### src/rtl/out_arbiter.sv
`default_nettype none
// ============================================================================
// Module      : out_arbiter
// Description : Output-port arbiter for a wormhole router. Chooses one of
//               N_IN input FIFOs by round-robin on packet HEAD flits and keeps
//               that input locked until its TAIL flit leaves. Flits go out
//               through a single registered stage with valid/ready handshake.
//               Optional build macro OUT_ARB_FLIT_CNT_EN adds a 32-bit
//               transferred-flit counter on port flit_count.
// Revision    : 1.0 - initial release
// ============================================================================
module out_arbiter #(
   parameter  int N_IN       = 5,
   parameter  int DATA_WIDTH = 32,
   localparam int IDX_W      = (N_IN > 1) ? $clog2(N_IN) : 1
) (
   input  logic                       clk,
   input  logic                       reset,
   input  logic [N_IN-1:0]            fifo_empty,
   input  logic [N_IN*DATA_WIDTH-1:0] fifo_dout,
   output logic [N_IN-1:0]            fifo_pop,
   output logic                       out_valid,
   output logic [DATA_WIDTH-1:0]      out_data,
   input  logic                       out_ready,
   output logic                       busy,
   output logic [IDX_W-1:0]           owner
`ifdef OUT_ARB_FLIT_CNT_EN
   ,
   output logic [31:0]                flit_count
`endif
);

   typedef enum logic [0:0] {
      S_IDLE   = 1'b0,
      S_LOCKED = 1'b1
   } state_t;

   state_t                  state_q, state_d;
   logic [IDX_W-1:0]        rr_ptr_q, rr_ptr_d;
   logic [IDX_W-1:0]        owner_q, owner_d;
   logic                    out_valid_q;
   logic [DATA_WIDTH-1:0]   out_data_q;

   logic [N_IN-1:0]         elig;
   logic [IDX_W-1:0]        win;
   logic                    win_found;
   logic [IDX_W-1:0]        sel;
   logic [DATA_WIDTH-1:0]   sel_flit;
   logic                    sel_empty;
   logic                    sel_tail;
   logic                    load;
   logic                    do_pop;

   assign load = !out_valid_q || out_ready;

   // Eligibility: a non-empty input presenting a HEAD flit may start a packet.
   always_comb begin
      elig = '0;
      for (int j = 0; j < N_IN; j++) begin
         elig[j] = !fifo_empty[j] && fifo_dout[j*DATA_WIDTH + DATA_WIDTH - 1];
      end
   end

   // Round-robin search starting just after the last packet's input.
   always_comb begin
      int cand;
      win       = '0;
      win_found = 1'b0;
      cand      = 0;
      for (int k = 1; k <= N_IN; k++) begin
         cand = (int'(rr_ptr_q) + k) % N_IN;
         for (int j = 0; j < N_IN; j++) begin
            if (!win_found && (cand == j) && elig[j]) begin
               win_found = 1'b1;
               win       = IDX_W'(j);
            end
         end
      end
   end

   // Source select: round-robin winner while idle, locked owner otherwise.
   assign sel = (state_q == S_IDLE) ? win : owner_q;

   // Mux the selected input's head flit and empty flag.
   always_comb begin
      sel_flit  = '0;
      sel_empty = 1'b1;
      for (int j = 0; j < N_IN; j++) begin
         if (sel == IDX_W'(j)) begin
            sel_flit  = fifo_dout[j*DATA_WIDTH +: DATA_WIDTH];
            sel_empty = fifo_empty[j];
         end
      end
   end

   assign sel_tail = sel_flit[DATA_WIDTH-2];

   // Next-state, pop decision and round-robin pointer update.
   always_comb begin
      state_d  = state_q;
      rr_ptr_d = rr_ptr_q;
      owner_d  = owner_q;
      do_pop   = 1'b0;
      case (state_q)
         S_IDLE: begin
            if (win_found && load) begin
               do_pop  = 1'b1;
               owner_d = win;
               if (sel_tail) begin
                  rr_ptr_d = win;
               end else begin
                  state_d = S_LOCKED;
               end
            end
         end
         S_LOCKED: begin
            if (!sel_empty && load) begin
               do_pop = 1'b1;
               if (sel_tail) begin
                  state_d  = S_IDLE;
                  rr_ptr_d = owner_q;
               end
            end
         end
         default: state_d = S_IDLE;
      endcase
      // A reset cycle must never consume a flit from any FIFO.
      if (reset) begin
         do_pop = 1'b0;
      end
   end

   // One-hot pop strobe toward the selected input.
   always_comb begin
      fifo_pop = '0;
      for (int j = 0; j < N_IN; j++) begin
         fifo_pop[j] = do_pop && (sel == IDX_W'(j));
      end
   end

   // State, pointer and output register; output loads only when free or drained.
   always_ff @(posedge clk) begin
      if (reset) begin
         state_q     <= S_IDLE;
         rr_ptr_q    <= IDX_W'(N_IN - 1);
         owner_q     <= '0;
         out_valid_q <= 1'b0;
         out_data_q  <= '0;
      end else begin
         state_q  <= state_d;
         rr_ptr_q <= rr_ptr_d;
         owner_q  <= owner_d;
         if (load) begin
            out_valid_q <= do_pop;
            if (do_pop) begin
               out_data_q <= sel_flit;
            end
         end
      end
   end

   assign out_valid = out_valid_q;
   assign out_data  = out_data_q;
   assign busy      = (state_q == S_LOCKED);
   assign owner     = owner_q;

`ifdef OUT_ARB_FLIT_CNT_EN
   logic [31:0] flit_count_q;

   // Count every accepted output transfer; wraps naturally at 2^32.
   always_ff @(posedge clk) begin
      if (reset) begin
         flit_count_q <= '0;
      end else if (out_valid_q && out_ready) begin
         flit_count_q <= flit_count_q + 32'd1;
      end
   end

   assign flit_count = flit_count_q;
`endif

endmodule
`default_nettype wire

### config.mk
export PLATFORM = sky130hd
export DESIGN_NAME = out_arbiter
export DESIGN_NICKNAME = d
export VERILOG_FILES = /design/src/rtl/out_arbiter.sv
export SDC_FILE = /design/constraint.sdc
export NUM_CORES = 1
export LEC_CHECK = 0
export ABC_AREA = 1
export CAP_MARGIN = 20
export CELL_PAD_IN_SITES_DETAIL_PLACEMENT = 1
export CELL_PAD_IN_SITES_GLOBAL_PLACEMENT = 1
export CORE_ASPECT_RATIO = 0.6
export CORE_MARGIN = 1.5
export CORE_UTILIZATION = 30
export CTS_CLUSTER_SIZE = 20
export DETAILED_ROUTE_END_ITERATION = 10
export PLACE_DENSITY_LB_ADDON = 0.05
export REMOVE_ABC_BUFFERS = 1
export SETUP_SLACK_MARGIN = 0.2
export SLEW_MARGIN = 10
export SYNTH_ARGS = -nofsm -noshare
export SYNTH_HDL_FRONTEND = slang
export SYNTH_SLANG_ARGS = --single-unit
export TNS_END_PERCENT = 5
### constraint.sdc
create_clock -name clk -period 8.5 [get_ports clk]
set_input_delay 1.7 -clock clk [delete_from_list [all_inputs] [get_ports clk]]
set_output_delay 1.7 -clock clk [all_outputs]
set_load 0.02 [all_outputs]
======== After elaboration in Yosys (flattened, before gate mapping) ========
Index checks and enable logic that the tools add are counted.
operators by class
  add/subtract/negate cells ............... 5
  div/mod/pow operators ................... 5
  equal/unequal tests ..................... 28
  mux-type cells .......................... 73
  bitwise gates (word level) .............. 1
  reductions and logical operators ........ 102
operator list
  cell                   number
  $eq 32x3->1 const B    10
  $eq 32x2->1 const B    5
  $eq 32x4->1 const B    5
  $logic_not 32->1       5
  $mod 32x4->32 const B  5
  $mux 32                5
  $mux 3                 28
  $logic_and 1x1->1      61
  $mux 1                 37
  $logic_not 1->1        31
  $add 3x2->4 const B    2
  $add 3x3->4 const B    2
  $eq 3x2->1 const B     2
  $ne 2x1->1 const B     3
  $pmux 3 s2             1
  $add 3x1->4 const B    1
  $pmux 1 s2             2
  $reduce_and 2->1       2
  $reduce_and 4->1       1
  $eq 3x1->1 const B     1
  $eq 3x3->1 const B     1
  $logic_not 3->1        1
  $ne 2x2->1 const B     1
  $logic_or 1x1->1       1
  $not 1->1              1
storage, ports and cells
  register bits after elaboration ......... 40
  input port bits ......................... 168
  output and inout bits ................... 42
  logic and storage cells ................. 219

======== Logic depth before layout (Yosys ltp) ========
  depth after elaboration ................. 114
  mapped depth ............................ 46
  depth with buffers taken out ............ 44

======== Worst setup path after synthesis ========
OpenSTA, ideal clock, no wires.
  kind .................................... register to output
  from .................................... reg rr_ptr_q[0]
  to ...................................... out fifo_pop[3]
  arrival time ............................ 5.110 ns
  data required time ...................... 6.800 ns
  path slack .............................. 1.690 ns
  cell stages (with the launch flop) ...... 40
  buffers on the path ..................... 1
  cells stage by stage .................... dfxtp_1 buf_4 inv_1 ha_1 inv_2 ha_1 nor2_2 nand2_1 nand2_2 xor2_2 ha_1 inv_1 nand2_1 nand2_1 nor2_4 o21ai_4 xor2_2 nand2_1 [... 4 more ...] nand4_1 nor2_1 nand4_1 nor2_1 o2111ai_1 nand2_1 nand2_1 nand2_2 nand2_2 nor2_4 nand2_1 nand2_1 inv_2 nand2_2 nand2_2 nand2_8 nand2_2 nor3_1
between the ends
  cells in the longest elaborated chain, start to end .. 114
  elaborated cells on any way between the ends .. 176
  classes of those cells .................. add/sub (5); div (5); eq/ne (24); mux (59); reduce/logical (83)
RTL lines
  element                         RTL line  RTL
  start, declared                 39        logic [IDX_W-1:0] rr_ptr_q, rr_ptr_d;
  start signal, assigned          145       rr_ptr_q <= IDX_W'(N_IN - 1);
  start signal, assigned          151       rr_ptr_q <= rr_ptr_d;
  $add 3x1->4                     71        cand = (int'(rr_ptr_q) + k) % N_IN;
  $mod 32x4->32                   71
  $logic_not 32->1                73        if (!win_found && (cand == j) && elig[j]) begin
  $logic_and 1x1->1               73
  $mux 1                          73
  $logic_not 1->1                 73
  $logic_and 1x1->1 (2 in a row)  73
  $mux 1                          73
  [... 93 more ...]               n/a
  $logic_not 3->1                 89        if (sel == IDX_W'(j)) begin
  $mux 1 (5 in a row)             89
  $logic_not 1->1                 117       if (!sel_empty && load) begin
  $logic_and 1x1->1               117
  $mux 1                          117
  $pmux 1 s2                      104       case (state_q)
  $mux 1                          128       if (reset) begin
  $logic_and 1x1->1 (*)           137       fifo_pop[j] = do_pop && (sel == IDX_W'(j));
  end, declared                   21        output logic [N_IN-1:0] fifo_pop,
Mark *: on every way between the ends. The rest lies on a longest branch, timed or not.

======== Worst setup path in the final report ========
  from .................................... reg rr_ptr_q[0]
  to ...................................... out fifo_pop[2]
Same word-level chain as after synthesis.

==> results.json <==
{
  "max_slew_margin_pct": 52.2,
  "layout.nets": 1334,
  "maxCapViolCount": 0,
  "synth_edf_count": 0,
  "cts_buffers": 5,
  "path_clk_slew_ns": 0.07,
  "fp.dieW_um": 177,
  "finalHoldViolCount": 0,
  "wirelength_mm": 23.3,
  "ys_seq_elements": 40,
  "cts_sinks": 40,
  "ys.warnings.count": 0,
  "cp.arrival_ns": 6.38,
  "tightest_slew_ns": 0.718,
  "final_util_pct": 44.9,
  "layout_min_cycle_time_ns": 8.08,
  "whs_ns": 0.473,
  "crit_required_ns": 6.80,
  "insertion_delay_ns": 0.29,
  "leakagePower_nw": 3.68,
  "drc_errors": 0,
  "drv_slew": 0,
  "synth.top_cell.area_share_pct": 16.7,
  "grt_max_degree": 71,
  "cts_tree": "built",
  "grtUsageTotal_pct": 24.5,
  "io_pins": 210,
  "hold_buffers": 0,
  "start_util_pct": 31.2,
  "wl_per_cell_um": 17.0,
  "drive_above_1_share_pct": 9.13,
  "total_power_mw": 3.40,
  "firstDrtPassIters": 5,
  "fmax_ghz": 0.124,
  "critPathKind": "reg2out",
  "setup_viol": 0,
  "period_share_pct": 95.1,
  "dr.first_iter.drc_count": 318,
  "area_delta_synth_final_pct": 43.9,
  "crit_path_max_incr_delay_ns": 0.61,
  "final_area_um2": 7810,
  "placed_area_um2": 7660,
  "worst_setup_path_end_kind": "output port",
  "num-fill-cells": 2374,
  "slowest_stage": "clkdlybuf4s50_1",
  "ys_async_sr_fraction_pct": 0,
  "die_area_um2": 18900,
  "yosysSeqAreaShare_pct": 14.7,
  "cts_root_buffer": "clkbuf_16",
  "synth_commonest_cells": "242 x nand2_1, 169 x nand3_1, 101 x nor2_1",
  "die_h_um": 107,
  "setup_tns_ns": 0,
  "num_rows": 37,
  "r2r_cells": 35,
  "synth_top_cell_by_area": "nand2_1",
  "ant_nets": 0,
  "avgSynthCellArea_um2": 5.67,
  "io_buffers": 209,
  "synth_cell_type_count": 51,
  "status": "completed",
  "crit_fanout": 10,
  "vias": 6982,
  "timing.hold.worst.class": "reg2reg",
  "core_area_um2": 17400,
  "grt-ovfl-total": 0,
  "yosysMostFrequentCell": "nand2_1",
  "htreeDepth": 2,
  "rsz0062_at_grt": "true",
  "antenna_found_initial": 1,
  "syn_inst": 957,
  "start_kind": "flip-flop",
  "vdd_drop_max_mv": 0.282,
  "grt_pass1_wl_mm": 36.8,
  "place_hpwl_mm": 18.7,
  "syn_area_um2": 5430,
  "synth_flop_cell": "dfxtp_1",
  "grt_pass1_vias": 6891,
  "hold_depth": 2,
  "crit_family": "simple AND/OR/NAND/NOR gates",
  "yosys-top-cells-area": "nand2_1 17%, nand3_1 16%, dfxtp_1 15%",
  "vias_per_cell": 5.08,
  "critical_path_depth": 35,
  "powerDensity_nw_per_um2": 435,
  "gp_congestion": 0.915,
  "path_buf_inv": 4,
  "cts_buffer_depth": 2,
  "finalClockSkew_ns": 0.00739,
  "cp_common_cell": "nand2_1"
}
[cells in the final DEF (no fill, tap or decap), drive strengths merged, types with 4 or more instances in the layout]
cell type	instances
o21ai	28
a21oi	52
nor3	9
clkinv	7
inv	103
a31oi	4
xor2	9
clkdlybuf4s50	207
nand4	29
buf	15
o22ai	30
ha	28
dfxtp	40
nand3	174
clkbuf	5
nand2	264
nor2	112
[routing by layer]
metal	track usage, %	vias up	wire [um]
met3	4.93	22	1440
met5	0	-	0
met4	4.18	0	311
met1	35.2	3231	11900
met2	37.7	190	9680
li1	-	3539	-
[worst reg2reg max path: cells and delay by family, from the launching register on]
family,cells,cell delay [ns]
buffers and inverters,4,0.93
adder cells (fa/ha/maj),3,0.92
flip-flops,1,0.46
XOR/XNOR,1,0.22
AND/OR/NAND/NOR,23,2.90
AO/OA/AOI/OAI,4,0.84
[flip-flops by register name, indices dropped and copies added, names as in the netlist]
| name | cells |
|---|---|
| busy | 1 |
| rr_ptr_q | 3 |
| owner | 3 |
| out_data | 32 |
| out_valid | 1 |
[through the flow]
step,cells,setup WS [ns]
floorplan,907,-0.0982
global placement,1365,0.806
detailed placement,1365,0.590
CTS,1373,0.209
global route,1374,-0.0347
finish,1374,0.420
[worst paths after layout]
kind | end | startpoint | slack (ns)
min | owner[2] | owner[2] | 0.47
max reg2reg | rr_ptr_q[0] | rr_ptr_q[0] | 2.14
max | fifo_pop[2] | rr_ptr_q[0] | 0.42
min reg2reg | owner[2] | owner[2] | 0.47
[repair_timing]
action	4_1_cts	5_1_grt
hold endpoints to repair	0	0
setup buffers	0	0
setup endpoints to repair	0	5
resized for setup	0	4
[where the power goes]
part / switching [mW] / total [mW] / internal, mW
registers: 0.0307 / 0.275 / 0.245
clock network: 0.0864 / 0.195 / 0.108
logic: 1.92 / 2.93 / 1.01
total: 2.04 / 3.40 / 1.36
[cells by family (layout without fill, tap and decap cells)]
group,after synthesis,count (layout),synth area share [%]
AOI/OAI and AO/OA,126,126,13.8
xor gates and xnor gates,10,10,1.89
adders and majority gates,28,28,6.45
buffers and inverters,157,339,12.7
DFF,40,40,14.7
other,0,1,0
and+or+nand+nor,596,596,50.5
[area by class of cell]
cell class              count  area (um^2)  area share [%]
diodes                      1         2.50          0.0320
clock inverters             3         18.8           0.240
well taps                 234          293            3.75
repair buffers            224         2210            28.3
inverters                 107          408            5.22
multi-input cells         760         3950            50.6
clock buffers               5          125            1.60
flip-flops and latches     40          802            10.3
Note: power is estimated with default switching activity, not from simulation.
